## config.mk

```make
export PLATFORM = sky130hd
export DESIGN_NAME = phase_meas_sched
export DESIGN_NICKNAME = d
export VERILOG_FILES = /design/src/rtl/phase_meas_sched.sv
export SDC_FILE = /design/constraint.sdc
export NUM_CORES = 1
export LEC_CHECK = 0
export CAP_MARGIN = 20
export CORE_MARGIN = 3
export CORE_UTILIZATION = 56
export DETAILED_ROUTE_END_ITERATION = 7
export PLACE_DENSITY = 0.85
export SLEW_MARGIN = 20
export SYNTH_ARGS = -nofsm -noshare
export SYNTH_HDL_FRONTEND = slang
export SYNTH_SLANG_ARGS = --single-unit
```

## constraint.sdc

```tcl
create_clock -name clk_60m -period 6.5 [get_ports clk_60m]
set_input_delay 1.3 -clock clk_60m [delete_from_list [all_inputs] [get_ports clk_60m]]
set_output_delay 1.3 -clock clk_60m [all_outputs]
set_load 0.02 [all_outputs]
```

## src/rtl/phase_meas_sched.sv

```systemverilog
// Measurement scheduler for the 60 MHz phase detector: settle, collect 2^AVG_LOG2
// zero-crossing phases, and emit their wrap-aware circular mean over valid/ready.
module phase_meas_sched #(
    parameter int          AVG_LOG2    = 3,
    parameter logic [15:0] SETTLE_CYC  = 16'd256,
    parameter logic [23:0] TIMEOUT_CYC = 24'd600000
) (
    input  logic        clk_60m,
    input  logic        rst,
    input  logic        start,
    input  logic        abort,
    input  logic        phase_strobe,
    input  logic [11:0] phase_12bit,
    output logic        det_enable,
    output logic        busy,
    output logic [11:0] res_phase,
    output logic [7:0]  res_nsamp,
    output logic        res_timeout,
    output logic        res_valid,
    input  logic        res_ready
);

    localparam int         SW      = 13 + AVG_LOG2;
    localparam logic [8:0] N_SAMP  = 9'(1 << AVG_LOG2);

    localparam logic [1:0] S_IDLE    = 2'd0;
    localparam logic [1:0] S_SETTLE  = 2'd1;
    localparam logic [1:0] S_COLLECT = 2'd2;
    localparam logic [1:0] S_DONE    = 2'd3;

    logic [1:0]           state;
    logic [15:0]          settle_cnt;
    logic [23:0]          to_cnt;
    logic [7:0]           n;
    logic [11:0]          ref_ph;
    logic signed [SW-1:0] sum;

    logic [11:0]          delta;
    logic [11:0]          ref_next;
    logic signed [SW-1:0] sum_next;
    logic [11:0]          mean_lo;
    logic [8:0]           n_inc;

    // The first accepted strobe becomes the reference; later ones accumulate their
    // signed shortest-path offset from it, so the mean is immune to the 0/4095 wrap.
    always_comb begin
        delta    = phase_12bit - ref_ph;
        ref_next = (n == 8'd0) ? phase_12bit : ref_ph;
        sum_next = (n == 8'd0) ? '0 : sum + {{(SW-12){delta[11]}}, delta};
        mean_lo  = 12'(sum_next >>> AVG_LOG2);
        n_inc    = {1'b0, n} + 9'd1;
    end

    assign det_enable = (state == S_SETTLE) || (state == S_COLLECT);
    assign busy       = (state != S_IDLE);

    always_ff @(posedge clk_60m or posedge rst) begin
        if (rst) begin
            state       <= S_IDLE;
            settle_cnt  <= '0;
            to_cnt      <= '0;
            n           <= '0;
            ref_ph      <= '0;
            sum         <= '0;
            res_phase   <= '0;
            res_nsamp   <= '0;
            res_timeout <= 1'b0;
            res_valid   <= 1'b0;
        end else begin
            case (state)
                S_IDLE: begin
                    if (start && !abort) begin
                        state      <= S_SETTLE;
                        settle_cnt <= '0;
                    end
                end
                S_SETTLE: begin
                    if (abort) begin
                        state <= S_IDLE;
                    end else if (settle_cnt == SETTLE_CYC - 16'd1) begin
                        state  <= S_COLLECT;
                        to_cnt <= '0;
                        n      <= '0;
                        sum    <= '0;
                    end else begin
                        settle_cnt <= settle_cnt + 16'd1;
                    end
                end
                S_COLLECT: begin
                    // Timeout is checked first so a coincident strobe is discarded.
                    if (abort) begin
                        state <= S_IDLE;
                    end else if (to_cnt == TIMEOUT_CYC - 24'd1) begin
                        state       <= S_DONE;
                        res_valid   <= 1'b1;
                        res_timeout <= 1'b1;
                        res_nsamp   <= n;
                        res_phase   <= (n != 8'd0) ? ref_ph : 12'd0;
                    end else begin
                        to_cnt <= to_cnt + 24'd1;
                        if (phase_strobe) begin
                            ref_ph <= ref_next;
                            sum    <= sum_next;
                            n      <= n_inc[7:0];
                            if (n_inc == N_SAMP) begin
                                state       <= S_DONE;
                                res_valid   <= 1'b1;
                                res_timeout <= 1'b0;
                                res_nsamp   <= n_inc[7:0];
                                res_phase   <= ref_next + mean_lo;
                            end
                        end
                    end
                end
                default: begin
                    if (abort || res_ready) begin
                        state     <= S_IDLE;
                        res_valid <= 1'b0;
                    end
                end
            endcase
        end
    end

endmodule

```

==> impl_metrics.env, run 1 <==
export IMPL_num_rows=38
export IMPL_vias=5395
export IMPL_grtUsageMet2_pct=39.7
export IMPL_r2r_end="res_phase[11]"
export IMPL_n_fill_cell=861
export IMPL_slew_headroom_pct=29.1
export IMPL_worstPathMaxFanout=4
export IMPL_drc_errors=0
export IMPL_syn_area_mm2=0.00647
export IMPL_ys_ff_latch=99
export IMPL_vias_per_cell=5.96
export IMPL_synth_largest_area_cell="dfrtp_1"
export IMPL_max_stage_delay_ps=420
export IMPL_synth_top_flop_cell="dfrtp_1"
export IMPL_finalSetupViolCount=0
export IMPL_finalCritPeriodShare_pct=95.0
export IMPL_cp_end_kind="flip-flop"
export IMPL_clock_fmax_ghz=0.162
export IMPL_routedWlPerCell_um=16.4
export IMPL_synth_area_leaders="dfrtp_1 38%, ha_1 8.7%, nor2_1 5.4%"
export IMPL_gr_usage_met1_pct=31.6
export IMPL_finClkSkew_ps=6.84
export IMPL_whs_path_depth=2
export IMPL_ant_nets=0
export IMPL_final_common_cell="dfrtp_1"
export IMPL_ys_types=61
export IMPL_cts_made_buffers=9
export IMPL_reg2regPathDepth=26
export IMPL_cts_tree="built"
export IMPL_outcome="finished, final reports clean"
export IMPL_drive_gt1_share_pct=6.41
export IMPL_netlist_instances=726
export IMPL_cts_root_buf="clkbuf_16"
export IMPL_gp_congestion=0.852
export IMPL_antenna_cells=0
export IMPL_crit_type="in2reg"
export IMPL_min_path_type="reg2reg"
export IMPL_syn_num_nets=792
export IMPL_antenna_found_initial=0
export IMPL_worstPathRequired_ps=6740
export IMPL_syn_to_final_growth_pct=13.7
export IMPL_ys_seq_area_share_pct=38.3
export IMPL_r2r_slack_ps=1340
export IMPL_period_needed_ps=6170
export IMPL_synth_top_area_share_pct=38.3
export IMPL_wirelength_um=14900
export IMPL_powerDensity_mw_per_mm2=334
export IMPL_p_clk_share_pct=23.9
export IMPL_seq_area_mm2=0.00248
export IMPL_clkTransAtPathRegs_ps=70
export IMPL_clk_latency_ps=350
export IMPL_start_util_pct=58.4
export IMPL_cts_htree_levels=3
export IMPL_start_kind="input port"
export IMPL_arrival_ps=6410
export IMPL_cts_resized=0
export IMPL_comb_power_share_pct=46.8
export IMPL_hold_path_end="res_nsamp[0]"
export IMPL_p_int_w=0.00149
export IMPL_grt_busiest_layer="met2"
export IMPL_die_w_um=113
export IMPL_yosysWarnings=0
export IMPL_r2r_start="ref_ph[0]"
export IMPL_power_total_w=0.00246
export IMPL_fin_nets=827
export IMPL_critPathMostFrequentCell="a21oi_1"
export IMPL_hp_start="res_nsamp[0]"
export IMPL_grt_ovfl_total=0
export IMPL_mostFrequentLayoutCells="99 x dfrtp_1, 93 x nor2_1, 64 x nand2_1"
export IMPL_drtIter0Drc=396
export IMPL_port_buffers=41
export IMPL_grt_pass1_wl_um=25100
export IMPL_tightestPinTransition_ps=1060
export IMPL_hold_viol=0
export IMPL_die_area_mm2=0.0129
export IMPL_clockBufferDepth=2
export IMPL_p_sw_w=0.000969
export IMPL_hpwl_um=10400
export IMPL_die_h_um=113
export IMPL_post_cts_buffers=0
export IMPL_holdBufCountCts=0
export IMPL_slew_violations=0
export IMPL_rsz0062_at_grt="no"
export IMPL_path_delay_family="compound AO/OA/AOI/OAI gates"
export IMPL_syn_avg_cell_area_um2=8.91
export IMPL_track_usage_pct=23.7
export IMPL_first_pass_iters=5
export IMPL_grt_max_degree=79
export IMPL_synthArstFlopShare_pct=100
export IMPL_netSwitchingFraction_pct=39.4
export IMPL_cts_sinks=99
export IMPL_path_buf_inv=3
export IMPL_multi_input_area_mm2=0.00376
export IMPL_max_cap_violations=0
export IMPL_ios=42
export IMPL_met3_usage_pct=2.86
export IMPL_synth_edf_count=0
export IMPL_peakVddDrop_uv=202
export IMPL_slowest_stage="or3_1"
export IMPL_sequentialPowerShare_pct=29.3
export IMPL_hold_worst_slack_ps=494
export IMPL_grt_pass1_vias=5385
export IMPL_coreArea_mm2=0.0111
export IMPL_power_leakage_nw=3.40
==> kinds of logic after synthesis <==
| kind of cell | share of synthesized area, % |
|---|---|
| AOI/OAI and AO/OA | 15.4 |
| xor gates and xnor gates | 9.16 |
| adders and majority gates | 9.63 |
| buffers and inverters | 3.81 |
| DFF | 38.3 |
| muxes | 2.53 |
| and+or+nand+nor | 21.2 |
==> routing by layer <==
layer	vias up	share of wire [%]
met1	2633	46
met3	31	3.6
met5	-	0
met2	147	48
met4	0	2.5
li1	2584	-
==> tightest hold or removal path, cell delays in order (launching register included) <==
cell	delay, ps
dfrtp_1	350
nand2_1	50
o21ai_0	60
==> sequential cells by signal, indices dropped and copies added (netlist names) <==
register     count
res_nsamp        8
sum             15
to_cnt          24
ref_ph          12
settle_cnt      16
n                8
res_phase       12
res_valid        1
res_timeout      1
state            2
==> cell usage after synthesis (all sizes together), types with 6 or more instances <==
library cell  count
buf               9
o21bai            6
xnor2            32
nor2b            12
xor2             33
or3               9
a31oi             8
inv              39
nand2            64
mux2             11
and2             10
nand3            24
nand4             9
o21ai            57
ha               45
and3             10
nor3             15
nor2             94
o21a              6
dfrtp            99
a21oi            43
a21o             11
a22o              6
o31ai             6
clkbuf           15
==> layout make-up <==
cell class | count | area share [%]
multi-input combinational | 564 | 51.0
sequential | 99 | 33.7
timing repair buffer | 48 | 6.46
clock buffer | 11 | 3.43
tap | 140 | 2.38
inverter | 39 | 2.02
clock inverter | 4 | 1.00
==> worst max-delay path by stage <==
stage	from	end	cells past startpoint
2_1_floorplan	phase_12bit[0]	res_phase[11]	23
3_3_place_gp	phase_12bit[0]	res_phase[11]	24
3_5_place_dp	phase_12bit[0]	res_phase[11]	26
4_1_cts	phase_12bit[0]	res_phase[11]	26
5_1_grt	phase_12bit[0]	res_phase[11]	29
6_report	phase_12bit[0]	res_phase[11]	28
==> through the flow <==
| stage | instances | TNS [ps] | utilization, % | setup slack [ps] | area, µm² |
|---|---|---|---|---|---|
| after detailed placement | 889 | -18.1 | 63.2 | -18.1 | 7000 |
| final | 905 | 0 | 66.4 | 327 | 7360 |
| after floorplan | 726 | 0 | - | 949 | 6470 |
| after global placement | 889 | 0 | 63.2 | 223 | 7000 |
| after global routing | 905 | 0 | 66.4 | 23.8 | 7360 |
| after CTS | 904 | 0 | 66.2 | 337 | 7330 |
==> power groups by stage <==
stage	clock network, W	registers (W)	logic (W)
6_report	0.000589	0.000721	0.00115
5_1_grt	0.000619	0.000726	0.00127
4_1_cts	0.000600	0.000718	0.00113
3_5_place_dp	0	0.000728	0.00112
3_3_place_gp	0	0.000723	0.00108
2_1_floorplan	0	0.000715	0.000877
(Power assumes the default switching activity.)
==> run 2, diff against run 1 <==
- CAP_MARGIN: 20 -> unset
- CTS_BUF_LIST: unset -> sky130_fd_sc_hd__clkbuf_8
- DONT_BUFFER_PORTS: unset -> 1
- PLACE_DENSITY: 0.85 -> 0.8
==> run 2 against run 1 <==
Critical path depth down 5. Sequential power barely moved. Design area shrank 7.4%. Hold slack improved by 18 ps. Sequential cell count unchanged. Non-clock buffer count decreased by 42. Clock skew up 4.9 ps. Clock power down 23%. Critical path type unchanged. Critical endpoint unchanged.
==> impl_metrics.env, run 2 (same netlist as run 1, synthesis figures left out) <==
export IMPL_slew_headroom_pct=40.9
export IMPL_max_stage_delay_ps=460
export IMPL_arrival_ps=5990
export IMPL_cts_tree="built"
export IMPL_max_cap_violations=0
export IMPL_path_delay_family="compound AO/OA/AOI/OAI gates"
export IMPL_power_leakage_nw=3.19
export IMPL_antenna_cells=0
export IMPL_critPathMostFrequentCell="a21oi_1"
export IMPL_worstPathMaxFanout=4
export IMPL_slew_violations=0
export IMPL_vias_per_cell=5.89
export IMPL_clock_fmax_ghz=0.176
export IMPL_syn_to_final_growth_pct=5.36
export IMPL_dp_slack_ps=480
export IMPL_start_kind="input port"
export IMPL_cts_sinks=99
export IMPL_die_w_um=113
export IMPL_post_cts_buffers=0
export IMPL_multi_input_area_mm2=0.00375
export IMPL_powerDensity_mw_per_mm2=333
export IMPL_cts_made_buffers=9
export IMPL_drive_gt1_share_pct=6.63
export IMPL_final_common_cell="dfrtp_1"
export IMPL_die_h_um=113
export IMPL_drc_errors=0
export IMPL_first_pass_iters=5
export IMPL_grt_max_degree=70
export IMPL_grt_pass1_vias=5116
export IMPL_period_needed_ps=5690
export IMPL_path_buf_inv=2
export IMPL_cts_resized=0
export IMPL_start_util_pct=58.4
export IMPL_gp_congestion=0.924
export IMPL_vias=5086
export IMPL_fin_ws_ps=805
export IMPL_clk_latency_ps=390
export IMPL_largest_reg_flops=24
export IMPL_seq_area_mm2=0.00248
export IMPL_peakVddDrop_uv=259
export IMPL_setup_tns_ps=0
export IMPL_mostFrequentLayoutCells="99 x dfrtp_1, 93 x nor2_1, 64 x nand2_1"
export IMPL_min_path_type="reg2reg"
export IMPL_slowest_stage="o41a_1"
export IMPL_antenna_found_initial=0
export IMPL_rsz0062_at_grt="no"
export IMPL_ios=42
export IMPL_drtIter0Drc=376
export IMPL_finalCritPeriodShare_pct=87.6
export IMPL_holdBufCountCts=0
export IMPL_track_usage_pct=23.6
export IMPL_cts_htree_levels=3
export IMPL_grt_ovfl_total=0
export IMPL_routedWlPerCell_um=16.6
export IMPL_num_rows=38
export IMPL_coreArea_mm2=0.0111
export IMPL_hold_viol=0
export IMPL_worstPathRequired_ps=6800
export IMPL_clkTransAtPathRegs_ps=100
export IMPL_finClkSkew_ps=11.8
export IMPL_finalSetupViolCount=0
export IMPL_crit_type="in2reg"
export IMPL_cp_cell_sequence="inv_1, ha_1, inv_1, fa_1, a21o_1, a21oi_1, o21bai_1, a21oi_1, xnor2_1, ha_1, or3_1, o41a_1, a21o_1, a21oi_1, xor2_1, nor2_1, ha_1, and3_1, a22oi_1, a21oi_1, xnor2_1, nand4bb_1, nor3b_1"
export IMPL_top_regs="to_cnt (24), settle_cnt (16), sum (15)"
export IMPL_port_buffers=0
export IMPL_clockBufferDepth=2
export IMPL_hpwl_um=10400
export IMPL_outcome="finished, final reports clean"
export IMPL_n_fill_cell=933
export IMPL_largest_register="to_cnt"
export IMPL_wirelength_um=14300
export IMPL_grt_pass1_wl_um=24600
export IMPL_ant_nets=0
export IMPL_cts_root_buf="clkbuf_8"
export IMPL_die_area_mm2=0.0129
export IMPL_cp_end_kind="flip-flop"
export IMPL_fin_nets=785
export IMPL_tightestPinTransition_ps=886
==> run 2: cell types whose count changed in the layout (fill, tap and decap cells not counted), moves of 2 or more <==
cell             change
inv_6                +2
clkbuf_8             +7
clkdlybuf4s50_1     -41
clkbuf_16            -9
==> run 2: worst paths after layout <==
kind | startpoint | endpoint | slack [ps] | cells past startpoint
min reg2reg | sum[13] | sum[13] | 510 | 2
max | phase_12bit[0] | res_phase[11] | 810 | 23
max in group asynchronous | rst | to_cnt[8] | 4540 | 2
max reg2reg | ref_ph[0] | res_phase[11] | 1330 | 22
min | sum[13] | sum[13] | 510 | 2
min in group asynchronous | rst | settle_cnt[11] | 750 | 1
==> run 2: stage by stage <==
stage | instances | hold WS, ps | utilization [%] | total power, W | cell area [µm²]
after global routing | 864 | 535 | 61.5 | 0.00245 | 6820
after global placement | 848 | 471 | 59.5 | 0.00178 | 6590
after floorplan | 726 | 452 | - | 0.00159 | 6470
after detailed placement | 848 | 488 | 59.5 | 0.00182 | 6590
final | 864 | 512 | 61.5 | 0.00227 | 6820
after CTS | 864 | 513 | 61.5 | 0.00228 | 6820
==> run 2: worst register-to-register path, stage by stage (launching register included) <==
cell and delay [ps]:
dfrtp_1 410, ha_1 190, inv_1 60, fa_1 410
a21o_1 180, a21oi_1 230, o21bai_1 90, a21oi_1 230
xnor2_1 110, ha_1 230, or3_1 410, o41a_1 460
a21o_1 210, a21oi_1 170, xor2_1 190, nor2_1 60
ha_1 350, and3_1 180, a22oi_1 240, a21oi_1 130
xnor2_1 180, nand4bb_1 150, nor3b_1 200
==> run 2: routing by layer <==
layer | global-route usage, % | share of wire, %
met3 | 7.53 | 6.7
met4 | 5.93 | 1.4
met2 | 38.4 | 49
met1 | 30.6 | 43
met5 | 0 | 0
==> run 2: layout make-up <==
type                    count  area share, %
clock buffers               9           1.82
flip-flops and latches     99           36.3
clock inverters             7           1.45
inverters                  39           2.18
multi-input cells         564           55.0
repair buffers              6          0.661
well taps                 140           2.57
==> run 2: power by group <==
group	switching, W	total (W)	internal, W
clock network	0.000232	0.000451	0.000219
logic	0.000667	0.00110	0.000435
registers	0.0000503	0.000720	0.000670
==> run 3, diff against run 2 <==
- PLACE_DENSITY: 0.8 -> unset
- PLACE_DENSITY_LB_ADDON: unset -> 0.15
==> run 3 against run 2 <==
Total power decreased by 3.9%. Highest routed layer unchanged. Non-clock buffer count increased by 1. Die area unchanged. Global-route usage about the same. Clock-buffer cell count unchanged. Utilization decreased by 0.21 points. Largest cell class unchanged. Combinational power about the same.
==> impl_metrics.env, run 3 (same netlist as run 1, synthesis figures left out) <==
export IMPL_finalCritPeriodShare_pct=86.9
export IMPL_vias=5069
export IMPL_critPathMostFrequentCell="a21oi_1"
export IMPL_slew_violations=0
export IMPL_cp_end_kind="flip-flop"
export IMPL_drive_gt1_share_pct=6.48
export IMPL_r2r_slack_ps=1410
export IMPL_arrival_ps=5940
export IMPL_drtIter0Drc=230
export IMPL_power_leakage_nw=3.18
export IMPL_clkTransAtPathRegs_ps=90
export IMPL_period_needed_ps=5650
export IMPL_largest_reg_flops=24
export IMPL_path_delay_family="compound AO/OA/AOI/OAI gates"
export IMPL_crit_type="in2reg"
export IMPL_final_common_cell="dfrtp_1"
export IMPL_crit_cells=27
export IMPL_post_cts_buffers=0
export IMPL_track_usage_pct=23.5
export IMPL_holdBufCountCts=0
export IMPL_drc_errors=0
export IMPL_gp_congestion=0.915
export IMPL_hold_viol=0
export IMPL_finClkSkew_ps=11.8
export IMPL_finalSetupViolCount=0
export IMPL_max_stage_delay_ps=410
export IMPL_coreArea_mm2=0.0111
export IMPL_largest_register="to_cnt"
export IMPL_cts_made_buffers=9
export IMPL_outcome="finished, final reports clean"
export IMPL_cts_root_buf="clkbuf_8"
export IMPL_start_util_pct=58.4
export IMPL_hold_worst_slack_ps=500
export IMPL_dp_slack_ps=513
export IMPL_hpwl_um=10300
export IMPL_grt_pass1_wl_um=24500
export IMPL_worstPathMaxFanout=4
export IMPL_cts_tree="built"
export IMPL_syn_to_final_growth_pct=4.99
export IMPL_rsz0062_at_grt="no"
export IMPL_powerDensity_mw_per_mm2=322
export IMPL_antenna_found_initial=0
export IMPL_fin_ws_ps=849
export IMPL_start_kind="input port"
export IMPL_hold_path_end="sum[11]"
export IMPL_slowest_stage="fa_1"
export IMPL_routedWlPerCell_um=16.5
export IMPL_cts_sinks=99
export IMPL_num_rows=38
export IMPL_die_h_um=113
export IMPL_ios=42
export IMPL_cts_resized=0
export IMPL_min_path_type="reg2reg"
export IMPL_peakVddDrop_uv=238
export IMPL_slew_headroom_pct=36.7
export IMPL_clockBufferDepth=2
export IMPL_wirelength_um=14200
export IMPL_r2r_start="ref_ph[0]"
export IMPL_r2r_end="res_phase[11]"
export IMPL_reg2regPathDepth=26
export IMPL_top_regs="to_cnt (24), settle_cnt (16), sum (15)"
export IMPL_whs_path_depth=2
export IMPL_antenna_cells=0
export IMPL_grt_pass1_vias=5159
export IMPL_worstPathRequired_ps=6790
export IMPL_ant_nets=0
export IMPL_die_area_mm2=0.0129
export IMPL_die_w_um=113
export IMPL_port_buffers=0
export IMPL_vias_per_cell=5.86
export IMPL_path_buf_inv=2
export IMPL_max_cap_violations=0
export IMPL_first_pass_iters=4
export IMPL_fin_nets=786
export IMPL_grt_ovfl_total=0
export IMPL_clock_fmax_ghz=0.177
export IMPL_setup_tns_ps=0
export IMPL_clk_latency_ps=380
export IMPL_cts_htree_levels=3
export IMPL_grt_max_degree=81
export IMPL_mostFrequentLayoutCells="99 x dfrtp_1, 92 x nor2_1, 64 x nand2_1"
export IMPL_tightestPinTransition_ps=942
export IMPL_hp_start="sum[11]"
## run 3: cell types whose count changed in the layout (fill, tap and decap cells not counted), sizes merged
cell	previous run	this run
buf	6	7
bufinv	2	0
clkinv	2	3
inv	41	42
## run 3: where the power goes
group	leakage [nW]	switching, W	internal (W)
Sequential	1.36	0.0000454	0.000670
Combinational	1.73	0.000672	0.000441
Clock	0.0922	0.000219	0.000138
Total	3.18	0.000936	0.00125
## run 3: worst max-delay path by stage
stage              startpoint       endpoint  slack, ps
3_3_place_gp   phase_12bit[0]   res_phase[9]        650
3_5_place_dp   phase_12bit[0]  res_phase[11]        510
4_1_cts        phase_12bit[0]  res_phase[11]        900
6_report       phase_12bit[0]  res_phase[11]        850
5_1_grt        phase_12bit[0]  res_phase[11]        410
2_1_floorplan  phase_12bit[0]  res_phase[11]        950
## run 3: stage by stage
| stage | power [W] | util (%) | std cells | area, µm² |
|---|---|---|---|---|
| after CTS | 0.00220 | 61.1 | 864 | 6760 |
| after detailed placement | 0.00183 | 59.5 | 848 | 6590 |
| after global placement | 0.00179 | 59.5 | 848 | 6590 |
| after floorplan | 0.00159 | - | 726 | 6470 |
| final | 0.00219 | 61.3 | 865 | 6790 |
| after global routing | 0.00238 | 61.3 | 865 | 6790 |
## run 3: metal layers
layer  global-route usage (%)  vias up  part of all wire, %
met3                     6.21       21                  4.7
met1                     31.9     2443                   47
met2                     37.2       87                   46
li1                         -     2518                    -
met5                        0        -                    0
met4                     7.05        0                  1.8
## run 3: layout make-up
class	instances	area, µm²
clock buffer	9	124
clock inverter	7	46.3
fill	972	4280
inverter	39	149
multi-input combinational	564	3750
sequential	99	2480
tap	140	175
timing repair buffer	7	72.6
## run 3: worst min-delay path, delay by kind of cell, from the launching register on
family	cells	cell delay [ps]
AOI/OAI and AO/OA	1	60
and+or+nand+nor	1	50
DFF	1	360
